## config.mk

```make
export PLATFORM = sky130hd
export DESIGN_NAME = key_debounce_flat
export DESIGN_NICKNAME = d
export VERILOG_FILES = /design/src/rtl/key_debounce_if.sv /design/src/rtl/key_debounce.sv /design/src/flat_wrapper.sv
export SDC_FILE = /design/constraint.sdc
export NUM_CORES = 1
export LEC_CHECK = 0
export CORE_MARGIN = 2
export CORE_UTILIZATION = 35
export DETAILED_ROUTE_END_ITERATION = 10
export PLACE_DENSITY = 0.47
export SETUP_SLACK_MARGIN = 0.15
export SYNTH_ARGS = -nofsm -noshare
export SYNTH_HDL_FRONTEND = slang
export SYNTH_SLANG_ARGS = --single-unit
```

## constraint.sdc

```tcl
create_clock -name clk -period 2.3 [get_ports clk]
set_input_delay 0.46 -clock clk [delete_from_list [all_inputs] [get_ports clk]]
set_output_delay 0.46 -clock clk [all_outputs]
set_load 0.02 [all_outputs]
```

## src/rtl/key_debounce_if.sv

```systemverilog
// key_debounce_if: groups the raw key pins and the conditioned key outputs.
//   key_n       : raw active-low key pins (driven by the board/bench side)
//   key_state   : debounced pressed level, 1 = pressed
//   key_press   : 1-cycle pulse on an accepted press
//   key_release : 1-cycle pulse on an accepted release
//   key_long    : 1-cycle pulse on a long press
// Modports: master = pin/consumer side, slave = the debouncer.
interface key_debounce_if #(
  parameter int KEY_N = 4
) ();
  logic [KEY_N-1:0] key_n;
  logic [KEY_N-1:0] key_state;
  logic [KEY_N-1:0] key_press;
  logic [KEY_N-1:0] key_release;
  logic [KEY_N-1:0] key_long;

  modport master (
    output key_n,
    input  key_state, key_press, key_release, key_long
  );

  modport slave (
    input  key_n,
    output key_state, key_press, key_release, key_long
  );
endinterface

```

## src/rtl/key_debounce.sv

```systemverilog
// key_debounce: multi-channel push-button conditioner.
// Each raw active-low key is synchronised (2 FFs), then debounced by a
// per-key 4-state FSM and counter. Produces a registered debounced level
// plus one-cycle press/release pulses, and optionally a long-press pulse.
// Ports:
//   clk   : system clock
//   rst_n : asynchronous active-low reset
//   bus   : key_debounce_if.slave (key_n in; key_state/key_press/
//           key_release/key_long out)
// Optional feature: define KEY_DEBOUNCE_LONG_PRESS_EN to build the long-press
// counters; otherwise key_long is tied to 0.
module key_debounce #(
  parameter int KEY_N           = 4,
  parameter int DEBOUNCE_CYCLES = 1_000_000,
  parameter int LONG_CYCLES     = 50_000_000
) (
  input  logic            clk,
  input  logic            rst_n,
  key_debounce_if.slave   bus
);

  localparam int CW = $clog2(DEBOUNCE_CYCLES);
  localparam logic [CW-1:0] CNT_LAST = CW'(DEBOUNCE_CYCLES - 1);

  typedef enum logic [1:0] {
    IDLE,
    PRESS_WAIT,
    HELD,
    RELEASE_WAIT
  } state_t;

  if (DEBOUNCE_CYCLES < 2 || LONG_CYCLES <= DEBOUNCE_CYCLES) begin : g_cfg_error
    $error("key_debounce: need DEBOUNCE_CYCLES >= 2 and LONG_CYCLES > DEBOUNCE_CYCLES");
  end

  logic [KEY_N-1:0] sync1;
  logic [KEY_N-1:0] sync2;
  logic [KEY_N-1:0] s;
  logic [KEY_N-1:0] held_v;
  logic [KEY_N-1:0] press_v;
  logic [KEY_N-1:0] release_v;

  // Synchronisers reset to 1 so every key starts out released.
  always_ff @(posedge clk or negedge rst_n) begin
    if (!rst_n) begin
      sync1 <= '1;
      sync2 <= '1;
    end else begin
      sync1 <= bus.key_n;
      sync2 <= sync1;
    end
  end

  assign s = ~sync2;

`ifdef KEY_DEBOUNCE_LONG_PRESS_EN
  localparam int LW = $clog2(LONG_CYCLES);
  localparam logic [LW-1:0] LONG_LAST = LW'(LONG_CYCLES - 1);
  logic [KEY_N-1:0] long_v;
`endif

  for (genvar i = 0; i < KEY_N; i++) begin : g_key
    state_t        state;
    state_t        state_nx;
    logic [CW-1:0] cnt;
    logic [CW-1:0] cnt_nx;
    logic          press_nx;
    logic          release_nx;
    logic          held_q;
    logic          press_q;
    logic          release_q;

    always_comb begin
      state_nx   = state;
      cnt_nx     = cnt;
      press_nx   = 1'b0;
      release_nx = 1'b0;
      case (state)
        IDLE: begin
          if (s[i]) begin
            state_nx = PRESS_WAIT;
            cnt_nx   = '0;
          end
        end
        PRESS_WAIT: begin
          if (!s[i]) begin
            state_nx = IDLE;
            cnt_nx   = '0;
          end else if (cnt == CNT_LAST) begin
            state_nx = HELD;
            cnt_nx   = '0;
            press_nx = 1'b1;
          end else begin
            cnt_nx = cnt + 1'b1;
          end
        end
        HELD: begin
          if (!s[i]) begin
            state_nx = RELEASE_WAIT;
            cnt_nx   = '0;
          end
        end
        RELEASE_WAIT: begin
          if (s[i]) begin
            state_nx = HELD;
            cnt_nx   = '0;
          end else if (cnt == CNT_LAST) begin
            state_nx   = IDLE;
            cnt_nx     = '0;
            release_nx = 1'b1;
          end else begin
            cnt_nx = cnt + 1'b1;
          end
        end
        default: begin
          state_nx = IDLE;
          cnt_nx   = '0;
        end
      endcase
    end

    // key_state is registered from the next state so it moves on the same
    // edge as the matching pulse.
    always_ff @(posedge clk or negedge rst_n) begin
      if (!rst_n) begin
        state     <= IDLE;
        cnt       <= '0;
        held_q    <= 1'b0;
        press_q   <= 1'b0;
        release_q <= 1'b0;
      end else begin
        state     <= state_nx;
        cnt       <= cnt_nx;
        held_q    <= (state_nx == HELD) || (state_nx == RELEASE_WAIT);
        press_q   <= press_nx;
        release_q <= release_nx;
      end
    end

    assign held_v[i]    = held_q;
    assign press_v[i]   = press_q;
    assign release_v[i] = release_q;

`ifdef KEY_DEBOUNCE_LONG_PRESS_EN
    logic [LW-1:0] lcnt;
    logic [LW-1:0] lcnt_nx;
    logic          ldone;
    logic          ldone_nx;
    logic          long_nx;
    logic          long_q;

    // Counts through RELEASE_WAIT as well, so release bounces do not restart
    // it; ldone limits firing to once per press after saturation.
    always_comb begin
      lcnt_nx  = lcnt;
      ldone_nx = ldone;
      long_nx  = 1'b0;
      if (press_nx || state_nx == IDLE) begin
        lcnt_nx  = '0;
        ldone_nx = 1'b0;
      end else if (state == HELD || state == RELEASE_WAIT) begin
        if (lcnt == LONG_LAST) begin
          if (!ldone) begin
            long_nx  = 1'b1;
            ldone_nx = 1'b1;
          end
        end else begin
          lcnt_nx = lcnt + 1'b1;
        end
      end
    end

    always_ff @(posedge clk or negedge rst_n) begin
      if (!rst_n) begin
        lcnt   <= '0;
        ldone  <= 1'b0;
        long_q <= 1'b0;
      end else begin
        lcnt   <= lcnt_nx;
        ldone  <= ldone_nx;
        long_q <= long_nx;
      end
    end

    assign long_v[i] = long_q;
`endif
  end

  assign bus.key_state   = held_v;
  assign bus.key_press   = press_v;
  assign bus.key_release = release_v;
`ifdef KEY_DEBOUNCE_LONG_PRESS_EN
  assign bus.key_long    = long_v;
`else
  assign bus.key_long    = '0;
`endif

endmodule

```

## src/flat_wrapper.sv

```systemverilog
// flat-port wrapper written by rule: the top's interface ports become plain ports
module key_debounce_flat 
#(
  parameter int KEY_N           = 4,
  parameter int DEBOUNCE_CYCLES = 1_000_000,
  parameter int LONG_CYCLES     = 50_000_000
)
  (clk, rst_n, bus_key_n, bus_key_state, bus_key_press, bus_key_release, bus_key_long);
  key_debounce_if #(.KEY_N(KEY_N)) bus_i ();
  input  logic clk;
  input  logic rst_n;
  input wire logic [$bits(bus_i.key_n)-1:0] bus_key_n;
  output wire logic [$bits(bus_i.key_state)-1:0] bus_key_state;
  output wire logic [$bits(bus_i.key_press)-1:0] bus_key_press;
  output wire logic [$bits(bus_i.key_release)-1:0] bus_key_release;
  output wire logic [$bits(bus_i.key_long)-1:0] bus_key_long;
  assign bus_i.key_n = bus_key_n;
  assign bus_key_state = bus_i.key_state;
  assign bus_key_press = bus_i.key_press;
  assign bus_key_release = bus_i.key_release;
  assign bus_key_long = bus_i.key_long;
  key_debounce #(.KEY_N(KEY_N), .DEBOUNCE_CYCLES(DEBOUNCE_CYCLES), .LONG_CYCLES(LONG_CYCLES)) u_core (.clk(clk), .rst_n(rst_n), .bus(bus_i));
endmodule
```

# == Word-level counts from Yosys, hierarchy flattened ==
# Index checks and enable logic that the tools add are counted.
# totals
ramBits,0
wordCells,143
ff_bits,108
out_inout_bits,16
mem_bits_ro,0
latchBits,0
mem_count,0
input_bits,6
# classes
shift,0
n_reduce_logical,12
addsub,4
bitwise,1
n_mux,72
magnitude_cmp,0
multipliers,0
div,0
n_eq_ne,32
# ops
operator,count
two-way mux 20 bit,20
one-hot mux 20 bit (4 select lines),4
"adder 20 x 1 -> 20 bit, second input constant",4
"equality test 20 bit, second input constant",4
two-way mux 2 bit,24
"equality test 2 bit, second input constant",16
one-hot mux 2 bit (4 select lines),4
two-way mux 1 bit,20
"equality test 2 x 1 -> 1 bit, second input constant",4
logical NOT 2 bit,4
"!= test 2 x 1 -> 1 bit, second input constant",4
"!= test 2 bit, second input constant",4
AND reduction 2 bit,4
logical OR 1 bit,4
NOT 4 bit,1

# == Longest topological paths before layout ==
# Gate-level depths: netlist of run 1.
# depth
depth_word,6
ltp_mapped,8
depth_no_buf,6

# == Worst setup path before layout of run 1 ==
# No wires, ideal clock.
# synth_path
kind,flip-flop to flip-flop
startpoint,register u_core.g_key[3].cnt[0]
endpoint,register u_core.g_key[3].cnt[8]
period_less_slack_ns,1.879
stages_incl_launch_ff,9
t_required_ns,2.218
arrival_ns,1.797
setup_ns,0.082
path_slack_ns,0.421
path_buffers,2
path_cell_list,dfrtp_1 ha_1 and4_1 clkbuf_1 and2_1 a21oi_2 buf_2 nand2_1 a31oi_1
# synth_between
elab_chain_cells,4
word_cells_on_any_way,6
classes_between,add/sub: 1; eq/ne: 1; mux: 4
# synth_lines
item,line_no,text
from (decl),key_debounce.sv:65,logic [CW-1:0] cnt;
from (signal assigned),key_debounce.sv:133,cnt <= cnt_nx;
adder 20 x 1 -> 20 bit or equality test 20 bit (tied branches),n/a,
two-way mux 20 bit (*),"key_debounce.sv:89, key_debounce.sv:107",
"two-way mux 20 bit, on equally long branches","key_debounce.sv:104, key_debounce.sv:86",
one-hot mux 20 bit (4 select lines) (*),key_debounce.sv:78,case (state)
# Mark *: on every way between the ends. The rest lies on a longest branch, timed or not.
# A chain may end at the register's enable or synchronous reset.

# == Final worst setup path of run 1 ==
# layout_path
startpoint,register u_core.g_key[2].cnt[11]
endpoint,register u_core.g_key[2].cnt[5]
# layout_between
elab_chain_cells,4
word_cells_on_any_way,5
classes_between,eq/ne: 1; mux: 4
# layout_lines
item,line_no
from (decl),key_debounce.sv:65
from (signal assigned),key_debounce.sv:133
equality test 20 bit (*),"key_debounce.sv:89, key_debounce.sv:107"
two-way mux 20 bit (*),"key_debounce.sv:89, key_debounce.sv:107"
"two-way mux 20 bit, on equally long branches","key_debounce.sv:104, key_debounce.sv:86"
one-hot mux 20 bit (4 select lines) (*),key_debounce.sv:78
# Marked as above.

==> results.cfg, run 1 <==
[sta]
setup_tns_ps = 0
period_share_pct = 91.7
rsz0062_at_grt = true
fin_crit_ps = 2110
finalHoldViolCount = 0
fin_hold_ws_ps = 82.5
setup_viol = 0
tightest_slew_ps = 823
finClkSkew_ps = 5.52
max_freq_mhz = 474
relSlewSlack_pct = 44.9
drv_slew = 0

[power_and_ir_drop]
powerDensity_nw_per_um2 = 609
p_total_w = 0.00387
ir_drop_mv = 0.348
power.leakage_nw = 2.69

[clock_tree]
hold_buffers = 0
cts-htree-levels = 3
numCtsBuffers = 9
cts.sinks = 108
clk_latency_ps = 350
tritoncts = built
cts.clk_slew.worst_paths_ps = 70
root_buffer = clkbuf_16
clockBufferDepth = 2

[global_route]
grt_usage_pct = 14.7
grt_pass1_wl_um = 19800
antenna_found_initial = 0
grt_pass1_vias = 4129
grt_max_degree = 41
grt_overflow = 0

[worst_setup_path]
worst_setup_path_end_kind = flip-flop
path_class = flip-flop to flip-flop
path_max_fanout = 13
startpoint_type = flip-flop
arrival_ps = 2350
cp.required_ps = 2550

[synth]
synth.avg_cell_area_um2 = 9.54
synthArstFlopShare_pct = 100
synth_cells = 589
yosysSeqAreaShare_pct = 48.3
yosys-top-cells-area = dfrtp_1, nand2_1, a31oi_1
synth_edf_count = 0
ys_types = 52
synth_top_area_share_pct = 44.5
synth_warnings = 0
ys_seq_elements = 108
syn_area_um2 = 5620
yosys.area.top_type = dfrtp_1
synthFlopType = dfrtp_1

[detailed_routing]
num_vias = 4372
drtIter0Drc = 310
ant_nets = 0
wl_per_cell_um = 14.2
finalWirelength_um = 11700
drc_errors = 0
avgViaCountPerCell = 5.31
firstDrtPassIters = 5

[place]
gp_congestion = 0.738
port_buffers = 17
dp_hpwl_um = 7820

[final_layout]
diodes = 0
fin_nets = 613
drive_above_1_share_pct = 10.5
area_growth_pct = 12.9
final_core_util_pct = 40.2

[run_status]
status = complete, no violations

[job]
max_cap_viol_count = 0

[min_path]
hp-class = input pin to asynchronous set/reset pin

[floorplanning]
core_area_um2 = 15800
start_util_pct = 35.6
rows = 46
ios = 22
fp.dieH_um = 131
die_x_um = 131
dieArea_um2 = 17100
## layout make-up
class | instances | area (um2)
Clock inverter | 5 | 75.1
Tap cell | 216 | 270
Sequential cell | 108 | 2710
Inverter | 8 | 30.0
Clock buffer | 11 | 243
Multi-Input combinational cell | 438 | 2650
Timing Repair Buffer | 38 | 363
Fill cell | 1565 | 9430
## cell families after synthesis
family / synth area share (%)
other cells: 0.0667
mux: 2.56
compound gates: 17.6
buf+inv: 5.12
simple gates: 23.7
flops: 48.3
xor+xnor: 1.87
fa+ha+maj: 0.890
## power breakdown
part / switching, W / internal [W] / leakage (nW)
registers: 0.0000375 / 0.00194 / 1.47
clock network: 0.000691 / 0.000979 / 0.159
logic: 0.000142 / 0.0000787 / 1.06
## cell usage after synthesis (all sizes together), types with 2 or more instances
library cell	n
dfrtp	100
nand2	80
a31oi	41
nand3	38
o21ai	32
a21oi	30
buf	28
nor2	28
and3	18
nor3	18
nand4	15
a22o	14
a21o	11
and2	11
clkbuf	11
mux2i	11
a41oi	9
dfstp	8
inv	8
nand2b	8
nor4	8
xnor2	6
xor2	6
and4	5
ha	4
o31a	4
or2	4
mux2	3
nand4bb	3
nor3b	3
o21a	3
or4	3
or4b	3
nand3b	2
o211ai	2
or2b	2
## critical path, cell delays in order (launching register included)
cell,delay (ps)
dfrtp_1,450
or4b_1,540
nor3_4,260
a31oi_2,330
a21o_1,260
a22o_1,170
## per-layer routing
| layer | global-route usage (%) | vias to the layer above | part of all wire [%] |
|---|---|---|---|
| met5 | 0 | - | 0 |
| met4 | 3.38 | 0 | 0.87 |
| met3 | 4.15 | 8 | 3.9 |
| met2 | 23.1 | 59 | 46 |
| met1 | 20.2 | 2111 | 49 |
| li1 | - | 2194 | - |
## through the flow
stage                     std cells  setup WS (ps)  area [um2]
after floorplan                 592            421        5630
after global placement          807            294        6010
after detailed placement        807            264        6010
after CTS                       823            250        6330
after global routing            824            115        6340
final                           824            191        6340
## sequential cells by signal (all words and copies together), names as in the netlist
register	flops
u_core.g_key.cnt	80
u_core.g_key.held_q	4
u_core.g_key.press_q	4
u_core.g_key.release_q	4
u_core.g_key.state	8
u_core.sync1	4
u_core.sync2	4
## worst paths after layout
kind	startpoint	end	slack, ps	cells past startpoint
worst max register to register	u_core.g_key[2].cnt[11]	u_core.g_key[2].cnt[5]	190	5
worst max-delay path	u_core.g_key[2].cnt[11]	u_core.g_key[2].cnt[5]	190	5
worst min register to register	u_core.sync1[1]	u_core.sync2[1]	360	0
min in group clk	u_core.sync1[1]	u_core.sync2[1]	360	0
max in group asynchronous	rst_n	u_core.sync1[3]	1560	2
worst min-delay path	rst_n	u_core.g_key[0].cnt[9]	80	1
## cells in the final DEF (no fill, tap or decap), drive strengths merged, types with 5 or more instances in the layout
cell and n:
nand4 15, and4 5, nor2 28, clkdlybuf4s50 16
xnor2 6, a41oi 9, nand2 80, clkbuf 11
nor3 18, mux2i 11, a31oi 42, xor2 6
a21oi 30, a21o 11, dfrtp 100, inv 8
dfstp 8, buf 22, and3 18, o21ai 32
nor4 8, a22o 14, nand3 38, and2 11
nand2b 8
## repair_timing
item	4_1_cts	5_1_grt
endpoints found under the hold margin	0	0
endpoints found under the setup margin	0	3
setup buffers	0	0
gates resized for setup	0	0
(Power assumes the default switching activity.)
==> run 2: changes to the inputs <==
--- a/config.mk
+++ b/config.mk
@@ -7,8 +7,8 @@
 export LEC_CHECK = 0
 export CORE_MARGIN = 2
 export CORE_UTILIZATION = 35
+export CTS_CLUSTER_DIAMETER = 80
 export DETAILED_ROUTE_END_ITERATION = 10
-export PLACE_DENSITY = 0.47
 export SETUP_SLACK_MARGIN = 0.15
 export SYNTH_ARGS = -nofsm -noshare
 export SYNTH_HDL_FRONTEND = slang
==> run 2 against run 1 <==
First-iteration DRC count increased by 33%. Global-route usage decreased by 0.42 points. Largest power group unchanged. Clock power increased by 8%. Hold slack about the same. Sequential share of layout area decreased by 0.29 points.
==> results.cfg, run 2 (synthesis results as in run 1) <==
[run_status]
status = complete, no violations

[detailed_routing]
avgViaCountPerCell = 5.40
wl_per_cell_um = 14.1
num_vias = 4442
drtIter0Drc = 412
drc_errors = 0
firstDrtPassIters = 5
finalWirelength_um = 11600
ant_nets = 0

[sta]
finClkSkew_ps = 8.32
finalHoldViolCount = 0
max_freq_mhz = 489
tightest_slew_ps = 778
rsz0062_at_grt = false
setup_tns_ps = 0
fin_crit_ps = 2050
setup_viol = 0
period_share_pct = 88.9
relSlewSlack_pct = 48.0
drv_slew = 0

[final_layout]
register_area_um2 = 2710
final_core_util_pct = 40.5
drive_above_1_share_pct = 10.7
multi_input_area_um2 = 2690
final_cell_mix = dfrtp_1, nand2_1, a31oi_1, nand3_1, o21ai_0
area_growth_pct = 13.6
num-fill-cells = 1540
largest_register = u_core.g_key.cnt
final_area_um2 = 6390
largest_reg_flops = 80
fin_nets = 611
final_common_cell = dfrtp_1
diodes = 0
reg_top3 = u_core.g_key.cnt x80, u_core.g_key.state x8

[floorplanning]
core_area_um2 = 15800
ios = 22
die_x_um = 131
fp.dieH_um = 131
start_util_pct = 35.6
dieArea_um2 = 17100
rows = 46

[worst_setup_path]
cp.required_ps = 2540
critPathLaunch = u_core.g_key[2].cnt[8]
critPathSlowestCell = or4b_1
path_max_fanout = 13
arrival_ps = 2290
startpoint_type = flip-flop
slowest_delay_ps = 590
path_class = flip-flop to flip-flop
worst_setup_path_end_kind = flip-flop
worstReg2RegStart = u_core.g_key[2].cnt[8]
path_cells = or4b_1, nor3_4, a31oi_4, a21o_1, a22o_1

[place]
gp_congestion = 0.785
dp_hpwl_um = 7640
dpl_cell_area_um2 = 5980
port_buffers = 17

[power_and_ir_drop]
power.leakage_nw = 2.69
powerDensity_nw_per_um2 = 626
ir_drop_mv = 0.285

[global_route]
antenna_found_initial = 0
grt_usage_pct = 14.2
grt_pass1_wl_um = 19500
grt_max_degree = 36
grt_overflow = 0
grt_pass1_vias = 4117

[clock_tree]
cts-htree-levels = 3
clockBufferDepth = 2
clk_latency_ps = 350
cts.clk_slew.worst_paths_ps = 70
root_buffer = clkbuf_16
numCtsBuffers = 9
cts.sinks = 108
tritoncts = built

[job]
max_cap_viol_count = 0

[min_path]
hp-class = input pin to asynchronous set/reset pin
## run 2: changes by cell type in the layout (fill, tap and decap cells not counted), sizes merged
cell and delta:
clkbuf -2, bufinv +1, clkinv -3, clkinvlp +3, buf -2, inv +1
## run 2: worst max-delay path, delay by kind of cell (launching register included)
kind,cells,cell delay [ps]
simple gates,2,870
compound gates,3,640
flops,1,430
## run 2: path summary, 6_finish.rpt
kind	end	slack [ps]	depth (start not counted)
worst min register to register	u_core.sync2[1]	360	0
max in group asynchronous	u_core.sync2[1]	1550	2
worst max register to register	u_core.g_key[2].cnt[5]	250	5
min in group clk	u_core.sync2[1]	360	0
worst max-delay path	u_core.g_key[2].cnt[5]	250	5
worst min-delay path	u_core.g_key[3].cnt[11]	80	1
## run 2: what timing repair did
| action | CTS | global route |
|---|---|---|
| gates cloned | 0 | 1 |
| gates resized for setup | 1 | 6 |
| endpoints found under the setup margin | 6 | 35 |
| pin swaps | 0 | 2 |
| hold buffers | 0 | 0 |
| buffers inserted | 0 | 1 |
## run 2: metal layers
layer	up-vias	track usage [%]	routed length [um]
met5	-	0	0
met3	11	3.38	469
li1	2185	-	-
met4	0	4.94	161
met1	2151	19.4	5610
met2	95	22.3	5380
## run 2: area by class of cell
cell class              instances  share of cell area, %
flip-flops and latches        108                   42.5
clock buffers                   9                   3.53
inverters                       8                  0.470
multi-input cells             438                   42.1
clock inverters                 7                   1.94
repair buffers                 36                   5.31
well taps                     216                   4.23
## run 2: stage by stage
stage	hold WS, ps	power, W	std cells	setup slack (ps)
3_5_place_dp	347	0.00223	804	113
3_3_place_gp	346	0.00222	804	198
5_1_grt	105	0.00418	822	161
2_1_floorplan	164	0.00214	592	421
4_1_cts	96.4	0.00405	820	226
6_report	82.9	0.00400	822	254
## run 2: power breakdown
group	switching (W)	total [W]	internal [W]
combinational	0.000144	0.000224	0.0000800
clock	0.000728	0.00180	0.00107
sequential	0.0000389	0.00198	0.00194
